**src/rtl/pipe_hazard_ctrl.sv**
```systemverilog
// Pipeline stall/flush controller: load-use and branch hazards, data-bus wait states
// with timeout abort, and a stall-cycle performance counter.
module pipe_hazard_ctrl #(
    parameter int unsigned TIMEOUT_CYC = 255,
    parameter int unsigned CNT_W       = 8
) (
    input  logic        clk,
    input  logic        rst,
    input  logic [4:0]  id_rs1,
    input  logic [4:0]  id_rs2,
    input  logic        id_uses_rs1,
    input  logic        id_uses_rs2,
    input  logic        ex_mem_read,
    input  logic [4:0]  ex_a_wr,
    input  logic        ex_branch_taken,
    input  logic        mem_req,
    input  logic        mem_ready,
    output logic        stall_if,
    output logic        stall_id,
    output logic        stall_ex,
    output logic        stall_mem,
    output logic        flush_id,
    output logic        flush_ex,
    output logic        flush_wb,
    output logic        bus_err,
    output logic [1:0]  ctrl_state,
    output logic [31:0] stall_cycles
);

    localparam logic [1:0] StRun     = 2'd0;
    localparam logic [1:0] StMemWait = 2'd1;
    localparam logic [1:0] StAbort   = 2'd2;

    localparam logic [CNT_W-1:0] WaitLast = CNT_W'(TIMEOUT_CYC - 1);

    logic [1:0]       state_q, state_d;
    logic [CNT_W-1:0] wait_cnt_q, wait_cnt_d;
    logic [31:0]      stall_cycles_q, stall_cycles_d;
    logic             mw, lu;

    assign mw = mem_req & ~mem_ready & (state_q != StAbort);
    assign lu = ex_mem_read & (ex_a_wr != 5'd0) &
                ((id_uses_rs1 & (id_rs1 == ex_a_wr)) | (id_uses_rs2 & (id_rs2 == ex_a_wr)));

    always_comb begin
        stall_if  = 1'b0;
        stall_id  = 1'b0;
        stall_ex  = 1'b0;
        stall_mem = 1'b0;
        flush_id  = 1'b0;
        flush_ex  = 1'b0;
        flush_wb  = 1'b0;
        bus_err   = 1'b0;
        if (rst) begin
            flush_id = 1'b1;
            flush_ex = 1'b1;
            flush_wb = 1'b1;
        end else if (mw) begin
            // EX is frozen, so branch and load-use are re-evaluated once the wait releases
            stall_if  = 1'b1;
            stall_id  = 1'b1;
            stall_ex  = 1'b1;
            stall_mem = 1'b1;
            flush_wb  = 1'b1;
        end else begin
            if (state_q == StAbort) begin
                bus_err  = 1'b1;
                flush_wb = 1'b1;
            end
            if (ex_branch_taken) begin
                flush_id = 1'b1;
                flush_ex = 1'b1;
            end else if (lu) begin
                flush_ex = 1'b1;
                if (state_q != StAbort) begin
                    stall_if = 1'b1;
                    stall_id = 1'b1;
                end
            end
        end
    end

    always_comb begin
        state_d    = state_q;
        wait_cnt_d = wait_cnt_q;
        case (state_q)
            StRun: begin
                if (mw) begin
                    state_d    = StMemWait;
                    wait_cnt_d = CNT_W'(1);
                end else begin
                    wait_cnt_d = '0;
                end
            end
            StMemWait: begin
                if (!mem_req || mem_ready) begin
                    state_d    = StRun;
                    wait_cnt_d = '0;
                end else if (wait_cnt_q == WaitLast) begin
                    state_d    = StAbort;
                    wait_cnt_d = '0;
                end else begin
                    wait_cnt_d = wait_cnt_q + CNT_W'(1);
                end
            end
            default: begin
                state_d    = StRun;
                wait_cnt_d = '0;
            end
        endcase
    end

    assign stall_cycles_d = stall_cycles_q + 32'(stall_if);

    always_ff @(posedge clk) begin
        if (rst) begin
            state_q        <= StRun;
            wait_cnt_q     <= '0;
            stall_cycles_q <= '0;
        end else begin
            state_q        <= state_d;
            wait_cnt_q     <= wait_cnt_d;
            stall_cycles_q <= stall_cycles_d;
        end
    end

    assign ctrl_state   = state_q;
    assign stall_cycles = stall_cycles_q;

endmodule

```
**config.mk**
```make
export PLATFORM = sky130hd
export DESIGN_NAME = pipe_hazard_ctrl
export DESIGN_NICKNAME = d
export VERILOG_FILES = /design/src/rtl/pipe_hazard_ctrl.sv
export SDC_FILE = /design/constraint.sdc
export NUM_CORES = 1
export LEC_CHECK = 0
export ABC_AREA = 1
export CORE_MARGIN = 2
export CORE_UTILIZATION = 53
export CTS_CLUSTER_DIAMETER = 30
export DETAILED_ROUTE_END_ITERATION = 16
export PLACE_DENSITY_LB_ADDON = 0.05
export SYNTH_ARGS = -nofsm -noshare
export SYNTH_HDL_FRONTEND = slang
export SYNTH_SLANG_ARGS = --single-unit
```
**constraint.sdc**
```tcl
create_clock -name clk -period 3.6 [get_ports clk]
set_input_delay 0.36 -clock clk [delete_from_list [all_inputs] [get_ports clk]]
set_output_delay 0.36 -clock clk [all_outputs]
set_load 0.03 [all_outputs]
```
==> flow_metrics.tcl, run 1 <==
set metrics [dict create \
    route.detailed.vias_per_inst 5.025 \
    grt_start_max_net_pins 22 \
    cellInternalPower_mw 0.7157 \
    yosys.area_share.simple_pct 45.13 \
    critPathKind "primary input to output port" \
    maxCapViolations 0 \
    grt.overflow.total 0 \
    gpl.final_weighted_congestion 0.9398 \
    final_nets 487 \
    synth_cell_types 30 \
    timing.final.hold_violations 0 \
    synth-async-reset-ratio_pct 0 \
    period_minus_slack_ns 2.585 \
    synthFlopType "sky130_fd_sc_hd__dfxtp_1" \
    cts.root.buffer_cell "sky130_fd_sc_hd__clkbuf_8" \
    setup_violations 0 \
    worstPathMaxFanout 4 \
    synth-compound-area-share_pct 7.696 \
    numPortBuffers 64 \
    place.detailed.hpwl_um 4945 \
    multi_input_area_um2 1451 \
    first_pass_grt_wire_length_um 10630 \
    totalWireLength_um 6239 \
    post_synth.cell_area_avg_um2 6.396 \
    cp_data_arrival_time_ns 2.22 \
    holdCritStartpoint "stall_cycles[31]" \
    rsz0062_at_grt "no" \
    power_density_normalized_to_cell_area_nw_per_um2 280.7 \
    synth_fp_nets 421 \
    dr.pass1.iters 6 \
    critical_path.reg2reg.startpoint "ctrl_state[0]" \
    synth_sequential_area_ratio_pct 33.37 \
    max_clock_freq_mhz 386.9 \
    path_clk_slew_ns 0.08 \
    power.share.switching_pct 23.05 \
    number_of_cells_after_detailed_placement 507 \
    drc 0 \
    endpoint_worst_hold "stall_cycles[31]" \
    initialDrtViolationCount 175 \
    max-clock-path-buffers 2 \
    final_layout_size_suffix_gt1_share_pct 8.460 \
    flip_flop_and_latch_count_after_synthesis 42 \
    drt.antenna.violating_nets 0 \
    peakVddDrop_mv 0.1686 \
    post-place-ws_ns 0.8459 \
    holdBufCountCts 0 \
    timing.hold.ws_ns 0.5012 \
    grt.total_usage_pct 25.12 \
    synthToLayoutAreaGrowth_pct 31.48 \
    multiplexer_area_fraction_after_synthesis_pct 0 \
    pins_over_slew_limit 0 \
    worst_slew_margin_rel_pct 71.12 \
    design.portCount 65 \
    min_path_cells 2 \
    core_region_area_um2 4661 \
    initial_utilization_pct 54.07 \
    worst_case_setup_margin_in_the_final_layout_ns 1.015 \
    die-width_um 72.96 \
    mostFrequentLayoutCell "sky130_fd_sc_hd__nand2_1" \
    p_seq_share_pct 50.3 \
    clk_latency_ns 0.29 \
    mappedNetlistArea_um2 2520 \
    edff_count_synth 0 \
    synth_fa_ha_area_share_pct 1.986 \
    comb_power_share_pct 9.5 \
    tritoncts.num_buffers 5 \
    stdcell_count 515 \
    cts_tree "done" \
    critical_path.startpoint_type "primary input" \
    route.vias.total 2588 \
    synth_top_family_by_area "simple AND/OR/NAND/NOR gates" \
    crit-reg2reg-capture "stall_cycles[18]" \
    antenna-diode-count 0 \
    worstSetupEndpointType "output port" \
    critPathRequiredTime_ns 3.24 \
    r2r.worst_path.cells 15 \
    synth_xor_area_share_pct 2.781 \
    fin_crit_sh_pct 71.80 \
    finalClockSkew_ns 0.01047 \
    clock_power_share_pct 40.2 \
    setup_total_negative_slack_ns 0 \
    area.sequential_um2 840.8 \
    outcome "finished clean" \
    cts_repair_resize_count 0 \
    grt_antenna_before_repair 0 \
    h-tree-depth 2 \
    worst_setup_path_startpoint "ex_a_wr[4]" \
    numClockSinks 42 \
    placementRows 25 \
    cts_setup_buffers 0 \
    worst-slew-pin-transition_ns 0.4327 \
    layout_common_cells "116 x sky130_fd_sc_hd__nand2_1, 69 x sky130_fd_sc_hd__nor2_1, 64 x sky130_fd_sc_hd__clkdlybuf4s50_1" \
    netlist_instances 394 \
    floorplan.die_area_um2 5322 \
    report.power.total_mw 0.9300 \
    hold_path_class "flip-flop to flip-flop" \
    synth-warning-count 0 \
    routed_wire_length_per_instance_um 12.11 \
    rrSetupSlack_ns 1.40 \
    leakage_nw 1.277 \
    die_h_um 72.96 \
    power.switching_mw 0.2143 \
    fillerInstances 416 \
    via_count_of_the_first_global_routing_pass 2313 \
]
## cells in the mapped netlist (all sizes together) (3+ instances only)
library cell | count | area [um2]
nand4 | 5 | 31.28
nand3b | 3 | 22.52
nor2 | 85 | 426.7
nand2 | 125 | 506.7
a21oi | 23 | 118.9
buf | 5 | 28.77
inv | 52 | 195.2
o21ai | 9 | 45.04
ha | 4 | 50.05
o21a | 3 | 22.52
dfxtp | 42 | 840.8
xor2 | 8 | 70.07
nand3 | 20 | 105.1
nor3 | 5 | 25.02
## area by class of cell
cell class,instances,share of cell area (%)
Clock buffer,6,2.190
Clock inverter,2,1.133
Inverter,52,5.891
Multi-Input combinational cell,294,43.81
Sequential cell,42,25.38
Tap cell,54,2.039
Timing Repair Buffer,65,19.56
## per-layer routing
layer	vias up	share of wire, %	GRT usage (%)
met5	-	0	0
met4	0	1.3	5.556
met3	8	6.2	4.696
met2	91	46	40.81
met1	1135	47	34.69
li1	1354	-	-
## sequential cells by signal (all words and copies together) (netlist names)
| signal | cells |
|---|---|
| stall_cycles | 32 |
| wait_cnt_q | 8 |
| ctrl_state | 2 |
## how the worst max path moves through the flow
stage | slack [ns] | to
global route | 0.87 | stall_if
floorplan | 0.78 | stall_cycles[18]
finish | 1.02 | stall_id
CTS | 1.01 | stall_id
detailed placement | 0.85 | stall_cycles[18]
global placement | 0.90 | stall_cycles[18]
## cells by family after synthesis
family	count (synthesis)
simple gates	246
buf+inv	58
flops	42
compound gates	36
xor+xnor	8
fa+ha+maj	4
## worst max-delay path: stages
cell	delay, ns
sky130_fd_sc_hd__clkdlybuf4s50_1	0.53
sky130_fd_sc_hd__inv_1	0.07
sky130_fd_sc_hd__nand2_1	0.06
sky130_fd_sc_hd__nand2_1	0.05
sky130_fd_sc_hd__nor2_1	0.10
sky130_fd_sc_hd__nand3_1	0.08
sky130_fd_sc_hd__nand2_1	0.08
sky130_fd_sc_hd__nand3_1	0.07
sky130_fd_sc_hd__nand2_1	0.12
sky130_fd_sc_hd__clkdlybuf4s50_1	0.70
## power by group through the flow
| stage | Clock (mW) | Sequential, mW | Combinational (mW) |
|---|---|---|---|
| CTS | 0.380 | 0.468 | 0.0892 |
| floorplan | 0 | 0.482 | 0.0423 |
| global route | 0.405 | 0.468 | 0.0987 |
| global placement | 0 | 0.479 | 0.0877 |
| detailed placement | 0 | 0.479 | 0.0888 |
| finish | 0.374 | 0.468 | 0.0883 |
## metrics by stage
stage               cell area (um2)  utilization, %
detailed placement             3203           68.72
CTS                            3313           71.09
finish                         3313           71.09
global placement               3203           68.72
global route                   3313           71.09
floorplan                      2520               -
No activity file was read; power rests on OpenSTA's default activity.
==> inputs of run 2 (changes only) <==
--- a/config.mk
+++ b/config.mk
@@ -7,7 +7,7 @@
 export LEC_CHECK = 0
 export ABC_AREA = 1
 export CORE_MARGIN = 2
-export CORE_UTILIZATION = 53
+export CORE_UTILIZATION = 44
 export CTS_CLUSTER_DIAMETER = 30
 export DETAILED_ROUTE_END_ITERATION = 16
 export PLACE_DENSITY_LB_ADDON = 0.05
==> constraint.sdc (replaced) <==
create_clock -name clk -period 2.27 [get_ports clk]
set_input_delay 0.227 -clock clk [delete_from_list [all_inputs] [get_ports clk]]
set_output_delay 0.227 -clock clk [all_outputs]
set_load 0.03 [all_outputs]
==> run 2 against run 1 <==
Against the previous run:
- final cell count up 6.4%
- clock power up 61%
- worst hold slack worse by 0.013 ns
- design area up 5.8%
- power up 61%
- count of clock-buffer cells in the layout down 1
==> flow_metrics.tcl, run 2 (synthesis results as in run 1) <==
set metrics [dict create \
    maxCapViolations 0 \
    grt_antenna_before_repair 0 \
    worst-slew-pin-transition_ns 0.3451 \
    hold_path_class "flip-flop to flip-flop" \
    worst_case_setup_margin_in_the_final_layout_ns 0.1552 \
    critPathKind "primary input to flip-flop" \
    cp_data_arrival_time_ns 2.29 \
    holdCritStartpoint "stall_cycles[31]" \
    grt_start_max_net_pins 29 \
    design.portCount 65 \
    peakVddDrop_mv 0.2514 \
    worst_slew_margin_rel_pct 76.92 \
    number_of_cells_after_detailed_placement 538 \
    finalClockSkew_ns 0.003774 \
    timing.critical_path.cells "clkdlybuf4s50_1 > inv_2 > nand2_1 > nand2_1 > nor2_1 > nand3_1 > nand2_2 > nand3_2 > nand2_4 > ha_4 > ha_4 > nand2_4 > nor2_8 > nand2_4 > nor2_8 > nand2_2 > nand2_1 > a21oi_2" \
    endpoint_worst_hold "stall_cycles[31]" \
    max_clock_freq_mhz 472.9 \
    dpl_cell_area_um2 3326 \
    path_clk_slew_ns 0.09 \
    cts.root.buffer_cell "sky130_fd_sc_hd__clkbuf_8" \
    layout_common_cells "112 x sky130_fd_sc_hd__nand2_1, 68 x sky130_fd_sc_hd__nor2_1, 50 x sky130_fd_sc_hd__clkdlybuf4s50_1" \
    critPathRequiredTime_ns 2.45 \
    die_h_um 79.68 \
    place.detailed.hpwl_um 5025 \
    path_delay_family "simple AND/OR/NAND/NOR gates" \
    first_pass_grt_wire_length_um 10610 \
    crit-reg2reg-capture "stall_cycles[28]" \
    max-clock-path-buffers 2 \
    pins_over_slew_limit 0 \
    h-tree-depth 2 \
    gpl.final_weighted_congestion 0.8864 \
    floorplan.die_area_um2 6348 \
    holdBufCountCts 0 \
    stdcell_count 548 \
    critical_path.reg2reg.startpoint "ctrl_state[1]" \
    mostFrequentLayoutCell "sky130_fd_sc_hd__nand2_1" \
    leakage_nw 1.423 \
    dr.pass1.iters 4 \
    r2r.worst_path.cells 14 \
    timing.final.hold_violations 0 \
    clk_latency_ns 0.29 \
    antenna-diode-count 0 \
    routed_wire_length_per_instance_um 12.07 \
    synthToLayoutAreaGrowth_pct 39.13 \
    numClockSinks 42 \
    finalCoreUtilization_pct 63.67 \
    slowest_stage "sky130_fd_sc_hd__clkdlybuf4s50_1" \
    die-width_um 79.68 \
    power_density_normalized_to_cell_area_nw_per_um2 427.6 \
    initial_utilization_pct 45.76 \
    finalInstanceArea_um2 3506 \
    largest_reg_flops 32 \
    core_region_area_um2 5507 \
    final_nets 502 \
    drt.antenna.violating_nets 0 \
    initialDrtViolationCount 127 \
    critical_path.startpoint_type "primary input" \
    rrSetupSlack_ns 0.23 \
    setup_violations 0 \
    route.vias.total 2612 \
    route.detailed.vias_per_inst 4.766 \
    slowest_delay_ns 0.48 \
    post-place-ws_ns -0.3662 \
    worstPathMaxFanout 7 \
    via_count_of_the_first_global_routing_pass 2347 \
    cts_tree "done" \
    final_layout_size_suffix_gt1_share_pct 15.76 \
    placementRows 27 \
    totalWireLength_um 6616 \
    cp_num_buf_inv 2 \
    grt.total_usage_pct 21.24 \
    fin_crit_sh_pct 93.16 \
    period_minus_slack_ns 2.115 \
    numPortBuffers 64 \
    outcome "finished clean" \
    min_path_cells 2 \
    worstSetupEndpointType "flip-flop" \
    timing.hold.ws_ns 0.4882 \
    tritoncts.num_buffers 5 \
    drc 0 \
    grt.overflow.total 0 \
]
-- run 2: changes by cell type in the layout (fill, tap and decap cells not counted), moves of 4 or more --
cell	change
sky130_fd_sc_hd__buf_4	+23
sky130_fd_sc_hd__clkdlybuf4s50_1	-14
sky130_fd_sc_hd__dlymetal6s2s_1	+5
sky130_fd_sc_hd__nand2_1	-4
-- run 2: worst max path at each step --
stage                     cells after the start  slack (ns)           from                to
after CTS                                    18        0.01     ex_a_wr[3]  stall_cycles[18]
after detailed placement                     18       -0.37     ex_a_wr[4]  stall_cycles[18]
final                                        18        0.16     ex_a_wr[2]  stall_cycles[28]
after floorplan                              16        0.02  ctrl_state[1]  stall_cycles[18]
after global routing                         18       -0.05     ex_a_wr[2]  stall_cycles[28]
after global placement                       18       -0.29     ex_a_wr[4]  stall_cycles[18]
-- run 2: what timing repair did --
| item | CTS | global route |
|---|---|---|
| pin swaps | 1 | 8 |
| resized for setup | 1 | 14 |
| buffers inserted | 1 | 1 |
| endpoints found under the setup margin | 7 | 25 |
-- run 2: final cells by class --
class	count	area [um2]
fillers	523	2001
flip-flops and latches	42	845.8
well taps	72	90.09
inverters	52	195.2
clock buffers	5	68.82
repair buffers	80	752.0
clock inverters	3	45.04
multi-input cells	294	1509
-- run 2: through the flow --
| stage | TNS (ns) | total power [mW] |
|---|---|---|
| after floorplan | 0 | 0.8330 |
| after global placement | -4.188 | 0.9092 |
| after detailed placement | -6.221 | 0.9102 |
| after CTS | 0 | 1.504 |
| after global routing | -0.1485 | 1.556 |
| final | 0 | 1.499 |
-- run 2: per-layer routing --
metal,vias up,wire (um),part of all wire (%),track usage (%)
met4,0,24,0.36,4.483
met2,45,3141,47,34.96
met5,-,0,0,0
met1,1187,3179,48,29.17
met3,2,270,4.1,3.620
li1,1378,-,-,-
-- run 2: worst reg2reg max path: cells and delay by family (launching register included) --
family	cells	cell delay, ns
simple gates	10	1.19
flops	1	0.33
fa+ha+maj	2	0.28
buf+inv	1	0.06
compound gates	1	0.05
-- run 2: where the power goes --
group          internal [mW]  switching, mW
registers              0.739        0.00361
logic                 0.0739         0.0799
clock network          0.327          0.276
total                   1.14          0.359
